<file path="src/rtl/li_expander.sv">
// li_expander: turns a 32-bit constant + rt into the shortest MIPS load sequence (1-2 words).
// Optional LI_EXPANDER_STATS_EN adds saturating request/word counters.
module li_expander (
    input  logic        clk,
    input  logic        rst_n,
    input  logic        in_valid,
    output logic        in_ready,
    input  logic [4:0]  in_rt,
    input  logic [31:0] in_imm,
    output logic        out_valid,
    input  logic        out_ready,
    output logic [31:0] out_inst,
    output logic        out_last
`ifdef LI_EXPANDER_STATS_EN
    ,
    output logic [15:0] stat_req,
    output logic [15:0] stat_words
`endif
);

    localparam logic [5:0] OPC_ADDIU = 6'b001001;
    localparam logic [5:0] OPC_ORI   = 6'b001101;
    localparam logic [5:0] OPC_LUI   = 6'b001111;

    localparam logic [1:0] IDLE  = 2'd0;
    localparam logic [1:0] EMIT1 = 2'd1;
    localparam logic [1:0] EMIT2 = 2'd2;

    logic [1:0]  state;
    logic [4:0]  rt_q;
    logic [31:0] imm_q;

    logic sel_a, sel_b, sel_c, sel_d;
    logic req_fire, word_fire;
    logic [31:0] word1;
    logic        word1_last;

    assign req_fire  = in_valid & in_ready;
    assign word_fire = out_valid & out_ready;

    // Priority a > b > c > d, flattened into one-hot selects.
    assign sel_a = (&imm_q[31:15]) | ~(|imm_q[31:15]);
    assign sel_b = ~sel_a & ~(|imm_q[31:16]);
    assign sel_c = ~sel_a & ~sel_b & ~(|imm_q[15:0]);
    assign sel_d = ~sel_a & ~sel_b & ~sel_c;

    always_comb begin
        word1      = {OPC_LUI, 5'd0, rt_q, imm_q[31:16]};
        word1_last = 1'b0;
        unique case (1'b1)
            sel_a: begin
                word1      = {OPC_ADDIU, 5'd0, rt_q, imm_q[15:0]};
                word1_last = 1'b1;
            end
            sel_b: begin
                word1      = {OPC_ORI, 5'd0, rt_q, imm_q[15:0]};
                word1_last = 1'b1;
            end
            sel_c: begin
                word1      = {OPC_LUI, 5'd0, rt_q, imm_q[31:16]};
                word1_last = 1'b1;
            end
            sel_d: begin
                word1      = {OPC_LUI, 5'd0, rt_q, imm_q[31:16]};
                word1_last = 1'b0;
            end
        endcase
    end

    always_comb begin
        in_ready  = (state == IDLE);
        out_valid = 1'b0;
        out_inst  = 32'd0;
        out_last  = 1'b0;
        case (state)
            EMIT1: begin
                out_valid = 1'b1;
                out_inst  = word1;
                out_last  = word1_last;
            end
            EMIT2: begin
                out_valid = 1'b1;
                out_inst  = {OPC_ORI, rt_q, rt_q, imm_q[15:0]};
                out_last  = 1'b1;
            end
            default: ;
        endcase
    end

    always_ff @(posedge clk or negedge rst_n) begin
        if (!rst_n) begin
            state <= IDLE;
            rt_q  <= 5'd0;
            imm_q <= 32'd0;
        end else begin
            case (state)
                IDLE: begin
                    if (in_valid) begin
                        state <= EMIT1;
                        rt_q  <= in_rt;
                        imm_q <= in_imm;
                    end
                end
                EMIT1: begin
                    if (out_ready)
                        state <= word1_last ? IDLE : EMIT2;
                end
                EMIT2: begin
                    if (out_ready)
                        state <= IDLE;
                end
                default: state <= IDLE;
            endcase
        end
    end

`ifdef LI_EXPANDER_STATS_EN
    always_ff @(posedge clk or negedge rst_n) begin
        if (!rst_n) begin
            stat_req   <= 16'd0;
            stat_words <= 16'd0;
        end else begin
            if (req_fire && stat_req != 16'hFFFF)
                stat_req <= stat_req + 16'd1;
            if (word_fire && stat_words != 16'hFFFF)
                stat_words <= stat_words + 16'd1;
        end
    end
`else
    logic unused_fire;
    assign unused_fire = req_fire ^ word_fire;
`endif

endmodule

</file>
<file path="config.mk">
export PLATFORM = sky130hd
export DESIGN_NAME = li_expander
export DESIGN_NICKNAME = d
export VERILOG_FILES = /design/src/rtl/li_expander.sv
export SDC_FILE = /design/constraint.sdc
export NUM_CORES = 1
export LEC_CHECK = 0
export ABC_CLOCK_PERIOD_IN_PS = 1950
export CAP_MARGIN = 20
export CORE_MARGIN = 1
export CORE_UTILIZATION = 43
export CTS_CLUSTER_DIAMETER = 30
export DETAILED_ROUTE_END_ITERATION = 16
export PLACE_DENSITY = 0.79
export SKIP_LAST_GASP = 1
export SYNTH_ARGS = -nofsm -noshare
export SYNTH_HDL_FRONTEND = slang
export SYNTH_SLANG_ARGS = --single-unit
</file>
<file path="constraint.sdc">
create_clock -name clk -period 1.95 [get_ports clk]
set_clock_uncertainty 0.05 [all_clocks]
set_input_delay 0.195 -clock clk [delete_from_list [all_inputs] [get_ports clk]]
set_output_delay 0.195 -clock clk [all_outputs]
set_load 0.005 [all_outputs]
</file>
==> summary.md <==
| Metric | Value |
|---|---|
| Achievable frequency | `403 MHz` |
| Worst setup EP type | `output pin` |
| Clock Tree Buf Depth | `2` |
| GRT met1 Usage | `0.301` |
| LEAKAGE | `approximately 1.5 nW` |
| Met2 global-route usage | `0.406` |
| Top Usage Layer GRT | `met2` |
| Post-synthesis sequential area ratio | `0.504` |
| Core Region | `4350 um2` |
| Final non-filler cell total | `around 330` |
| Tot GR Track Use | `0.244` |
| Fill count | `295` |
| Die Area | `4780 um2` |
| DP Cell Count | `303` |
| Crit path launch type | `flop` |
| FF-to-FF path depth | `9` |
| Peak supply drop | `765 uV` |
| # setup viols final | `20` |
| Final Util | `0.747` |
| Final Worst Setup Slack | `-534 ps` |
| Final Instance Area | `3250 um2` |
| Syn avg cell area | `12.4 um2` |
| Post-Syn Area | `1940 um2` |
| Yosys cell types | `26` |
| Rows | `24` |
| Gr ovfl total | `0` |
| Number of port buffers | `73` |
| Root Driver | `clkbuf_8` |
| WL per Instance | `about 17 um` |
| DR vias/cell | `roughly 5.3` |
| R2r startpoint | `state[0]$_DFFE_PN0P_` |
| Fin crit share | `1.27` |
| Setup repair after global routing missed its margin | `true` |
| DIE HEIGHT | `69.1 um` |
| Pwr Density | `around 1500 nW/um2` |
| Post-Place Worst Slack | `-722 ps` |
| Critical path peak fanout | `4` |
| Min cycle time layout | `2480 ps` |
| Hpwl dp | `3620 um` |
| Worst-skew pair later-pin latency | `300 ps` |
| Reg area | `977 um2` |
| Largest net degree at the start of global routing | `21` |
| Max Slew Vio Count | `0` |
| DRC | `0` |
| RePlAce Congestion | `0.801` |
| Worst path required time | `between 1500 and 2000 ps` |
| Final wirelength | `5600 um` |
| Initial DRT Pass Iterations | `4` |
| Share of cells above drive strength 1 | `0.514` |
| I/O pins | `76` |
| Critical path type | `flop to output pin` |
| Placed Instance Area | `between 2000 and 3000 um2` |
| Cells after Synth | `156` |
| 1st-iter DRT viols | `52` |
| TritonCTS buffer count | `5` |
| Failing checks | `setup timing` |
| Vias in the first global route | `1807` |
| Initial antenna violation count | `0` |
| Status | `finished with violations` |
| Via count | `1754` |
| Clk slew on worst S/H paths | `approximately 80 ps` |
| Synth Warn # | `0` |
| Routed Antenna Nets | `0` |
| First-pass GRT wire length | `9000 um` |
| H-tree depth | `2` |
| CTS tree | `yes` |
| GR Util met3 | `0.0629` |
| Pwr Total | `approximately 4.8 mW` |
| FF-to-FF End | `state[1]$_DFFE_PN0P_` |
| Worst EP arrival | `2240 ps` |
| Max Cap Viol | `0` |
| Final Hold Fails | `0` |
| Area growth syn-to-layout | `67.9%` |
| Flop2flop setup slack | `approximately 30 ps` |
| Width of the die | `between 60 and 70 um` |
| WHS | `approximately 340 ps` |
| # diodes | `0` |
| Yosys reg bits | `39` |
| Area of the multi-input gates | `1000 um2` |
| Nets@finish | `323` |
| Worst min path class | `input port to asynchronous set/reset pin` |
| Starting Density | `0.445` |
| Setup TNS | `-8000 ps` |
| Clock Sinks | `39` |
-- cell usage in the layout, fill, tap and decap left out, drive strengths merged, types with 3 or more instances in the layout --
master / n
o21ai: 3
a21oi: 3
nor4: 9
clkbuf: 9
mux2: 37
nand4: 5
clkdlybuf4s50: 43
o21a: 3
inv: 4
buf: 76
a22o: 15
dlygate4sd2: 5
and2: 10
ha: 3
dfrtp: 39
nand2: 6
-- cells by family (layout without fill, tap and decap cells) --
logic type | Yosys count | in the layout | share of synthesized area
flip-flops | 39 | 39 | 0.504
multiplexers | 37 | 37 | 0.215
AND/OR/NAND/NOR | 33 | 33 | 0.101
AO/OA/AOI/OAI | 28 | 28 | 0.114
buffers and inverters | 15 | 138 | 0.0452
adder cells (fa/ha/maj) | 3 | 3 | 0.0194
other | 1 | 2 | 0.00194
-- Yosys cell counts (all sizes together) --
library cell,number,area [um2]
dfrtp,39,976
mux2,37,417
a22o,15,131
and2,10,62.6
nor4,9,62.6
buf,7,57.6
nand2,6,22.5
nand4,5,31.3
clkbuf,4,15.0
inv,4,15.0
a21oi,3,15.0
ha,3,37.5
o21a,3,22.5
o21ai,3,18.8
a21boi,1,7.51
a32o,1,10.0
and3,1,6.26
conb,1,3.75
nor2,1,3.75
nor2b,1,6.26
o21bai,1,7.51
o31ai,1,7.51
-- flip-flops by register name, summed over array words and instances (netlist names) --
name   cells
rt_q       5
state      2
imm_q     32
-- per-layer routing --
metal | vias up | part of all wire
met5 | - | 0
met4 | 0 | 0.022
met3 | 13 | 0.045
met2 | 65 | 0.52
met1 | 854 | 0.41
li1 | 822 | -
-- worst max-delay path by stage --
stage,startpoint,end,slack (ps),cells past startpoint
3_3_place_gp,imm_q[31]$_DFFE_PN0P_,out_inst[2],-680,6
4_1_cts,imm_q[31]$_DFFE_PN0P_,out_inst[1],-590,10
3_5_place_dp,imm_q[29]$_DFFE_PN0P_,out_inst[1],-720,6
2_1_floorplan,imm_q[16]$_DFFE_PN0P_,out_inst[10],130,7
6_report,imm_q[27]$_DFFE_PN0P_,out_inst[1],-530,10
5_1_grt,imm_q[27]$_DFFE_PN0P_,out_inst[6],-600,10
-- worst max-delay path, stage by stage, from the launching register on --
cell	delay, ps
dfrtp_1	430
nor4_1	320
nand4_1	180
a21boi_4	190
buf_6	130
o21ai_4	150
buf_6	130
buf_6	90
buf_6	90
a22o_1	130
buf_2	110
-- cell type report --
class | count | area share
inverter | 4 | 0.00462
tap | 52 | 0.0200
multi-input combinational | 103 | 0.307
sequential | 39 | 0.301
clock buffer | 8 | 0.0308
timing repair buffer | 126 | 0.337
-- power breakdown --
part / total, mW / leakage (nW) / switching, mW / internal (mW)
clock network: 0.593 / 0.0515 / 0.270 / 0.323
logic: 2.60 / 1.01 / 0.985 / 1.61
registers: 1.62 / 0.459 / 0.394 / 1.23
-- what timing repair did --
item / in CTS / in global routing
pin swaps: 14 / 17
hold buffers: 1 / 0
resized for setup: 125 / 22
endpoints found under the setup margin: 29 / 26
setup buffers: 15 / 6
endpoints found under the hold margin: 19 / 0
No activity file was read; power rests on OpenSTA's default activity.
==> patch (same flow settings) <==
Build with the macro `LI_EXPANDER_STATS_EN` defined.
--- a/src/rtl/li_expander.sv
+++ b/src/rtl/li_expander.sv
@@ -2,2 +2,4 @@
 // Optional LI_EXPANDER_STATS_EN adds saturating request/word counters.
+`define LI_EXPANDER_STATS_EN
+
 module li_expander (
Behaviour (old outputs only; new: stat_req and stat_words): unchanged (Yosys induction, for registers that start in step).
==> patch against the unedited design <==
- area after synthesis up 82%
- total power grew 62%
- critical path type unchanged
- largest cell class is now multi-input gates
- count of clock-buffer cells in the layout rose by 4
- cell area is 77% higher
- non-clock buffer count is 69 higher
- routed wire length is 85% higher
- sequential cell count rose by 32
- the run still ends with negative setup slack left
- highest routed layer unchanged
- sequential power rose by 52%
- clock power increased by 60%
- worst setup slack got worse by 0.063 ns
==> patch: results (changes against the unedited design) <==
Setup path
The largest stage delay on the critical path is 0.59 ns (+0.16 ns). The library cell contributing the largest single delay on the critical path is or4_4. The worst-path maximum fanout is 8 (+4). The data arrival time of the worst path is 2.30 ns (+0.06 ns).

Drt
The post-detailed-route via-to-cell ratio is 5.43 (+2.8%). The routed length per instance is 17.3 µm (+2.6%). The initial detailed-routing violation count is 115 (+120%).

Logic synthesis
After synthesis, the cell types taking the most area are dfrtp_1 50%, mux2_2 13%, xor2_1 5.0%, a32o_1 4.3%, nor4_1 2.7%. The share of the yosys chip area belonging to registers came to 50.4% (+0.056 points). In the synthesized netlist, the cells that appear most often are 71 x dfrtp_1, 40 x mux2_2, 20 x xor2_1.

The area share of fa/ha/maj cells after synthesis is 1.78% (-0.16 points). The complex-gate fraction of the synthesized area is 9.31% (-2.1 points). The proportion of synthesized area in mux cells came to 12.8% (-8.7 points).

The number of distinct library cells after synthesis was 42 (+62%).

Cells and area
The share of final-layout standard cells stronger than drive strength 1 is 41.6% (-9.9 points). The fill cell total of the finished layout is 562 (+91%). The final net count is 541 (+67%). The largest registers in the layout are imm_q (32), stat_req (16), stat_words (16).

Placed design
The final weighted congestion in routability-driven placement is 0.838 (+4.6%). The quantity of I/O buffers inserted on ports was 105 (+44%).

GRT
The wire length of the first global-routing pass is 16,500 µm (+83%). The number of global-route vias before repair is 3,394 (+88%). The global routing usage on met1 is 31.3% (+1.2 points). The overall global routing resource usage is 24.8% (+0.40 points).

The routing usage on met2 is 40.8% (+0.24 points). The global routing met3 resource utilization is 4.68% (-1.6 points).

Pwr
The worst supply voltage drop on vdd is 704 µV (-8.0%). The static leakage was 0.00256 µW (+68%).

Timing
The total of endpoints with negative setup slack in the final report is 26 (+30%). The worst path setup slack after routing was -0.597 ns (-0.0633 ns).

Clock network
The clock insertion delay at the later pin of the skew report is 0.33 ns (+0.03 ns). The H-tree level count is 3 (+1). The CTS buffer count is 9 (+4).

Status
The run finished, with violations left. The checks that failed: negative setup slack.
patch: cell types whose count changed after synthesis, sizes merged, moves of 10 or more:
cell / unedited run / this run
a32o: 1 / 15
nor3: 0 / 10
a22o: 15 / 0
dfrtp: 39 / 71
xor2: 0 / 20
nand3: 0 / 13
patch: area by class of cell:
type	instances	area, µm²	share of cell area (%)
flip-flops and latches	71	1780	30.9
repair buffers	195	1750	30.4
multi-input cells	211	1920	33.4
clock inverters	2	10.0	0.174
clock buffers	12	135	2.35
well taps	102	128	2.22
inverters	7	26.3	0.458
patch: per-stage QoR:
stage	TNS, ns	power (µW)	hold slack, ns	cells
floorplan	0	4000	-0.151	302
global placement	-7.89	6010	0.168	553
detailed placement	-9.20	6140	0.169	553
CTS	-10.24	7570	0.350	597
global route	-12.27	8250	0.408	600
finish	-9.81	7790	0.348	600
patch: metal layers:
layer  vias to the layer above  routed length [µm]
li1                       1526                   -
met1                      1606                4510
met2                       102                5050
met3                        25                 507
met4                         0                 311
met5                         -                   0
patch: worst max-delay path, delay by kind of cell (launching register included):
kind / cells / cell delay, ns
AND/OR/NAND/NOR: 2 / 0.69
AO/OA/AOI/OAI: 2 / 0.52
buffers and inverters: 3 / 0.41
flip-flops: 1 / 0.37
patch: where the power goes:
group          internal [µW]  switching (µW)
Combinational           2590            1790
Clock                    446             500
Sequential              2010             446
patch: final timing paths:
path | depth (start not counted) | endpoint | startpoint | slack (ns)
max in group asynchronous | 3 | imm_q[26] | rst_n | 0.86
min in group clk | 2 | imm_q[21] | in_imm[21] | 0.43
setup reg to reg | 9 | stat_words[7] | state[0] | -0.05
hold reg to reg | 1 | stat_req[4] | stat_req[4] | 0.45
hold / removal | 2 | imm_q[11] | rst_n | 0.35
setup / recovery | 7 | out_inst[4] | imm_q[23] | -0.60
patch: repair_timing:
item                       4_1_cts  5_1_grt
gates cloned                     2        0
hold buffers                     1        0
setup buffers                   27        6
gates resized for setup        129       60
setup endpoints to repair       43       42
pin swaps                       25       26
hold endpoints to repair        23        0
patch: cell families (layout without fill, tap and decap cells):
family | after synthesis | count (layout)
simple gates | 97 | 97
fa+ha+maj | 5 | 5
buf+inv | 21 | 216
compound gates | 40 | 41
flops | 71 | 71
mux | 40 | 40
xor+xnor | 26 | 26
other cells | 1 | 2
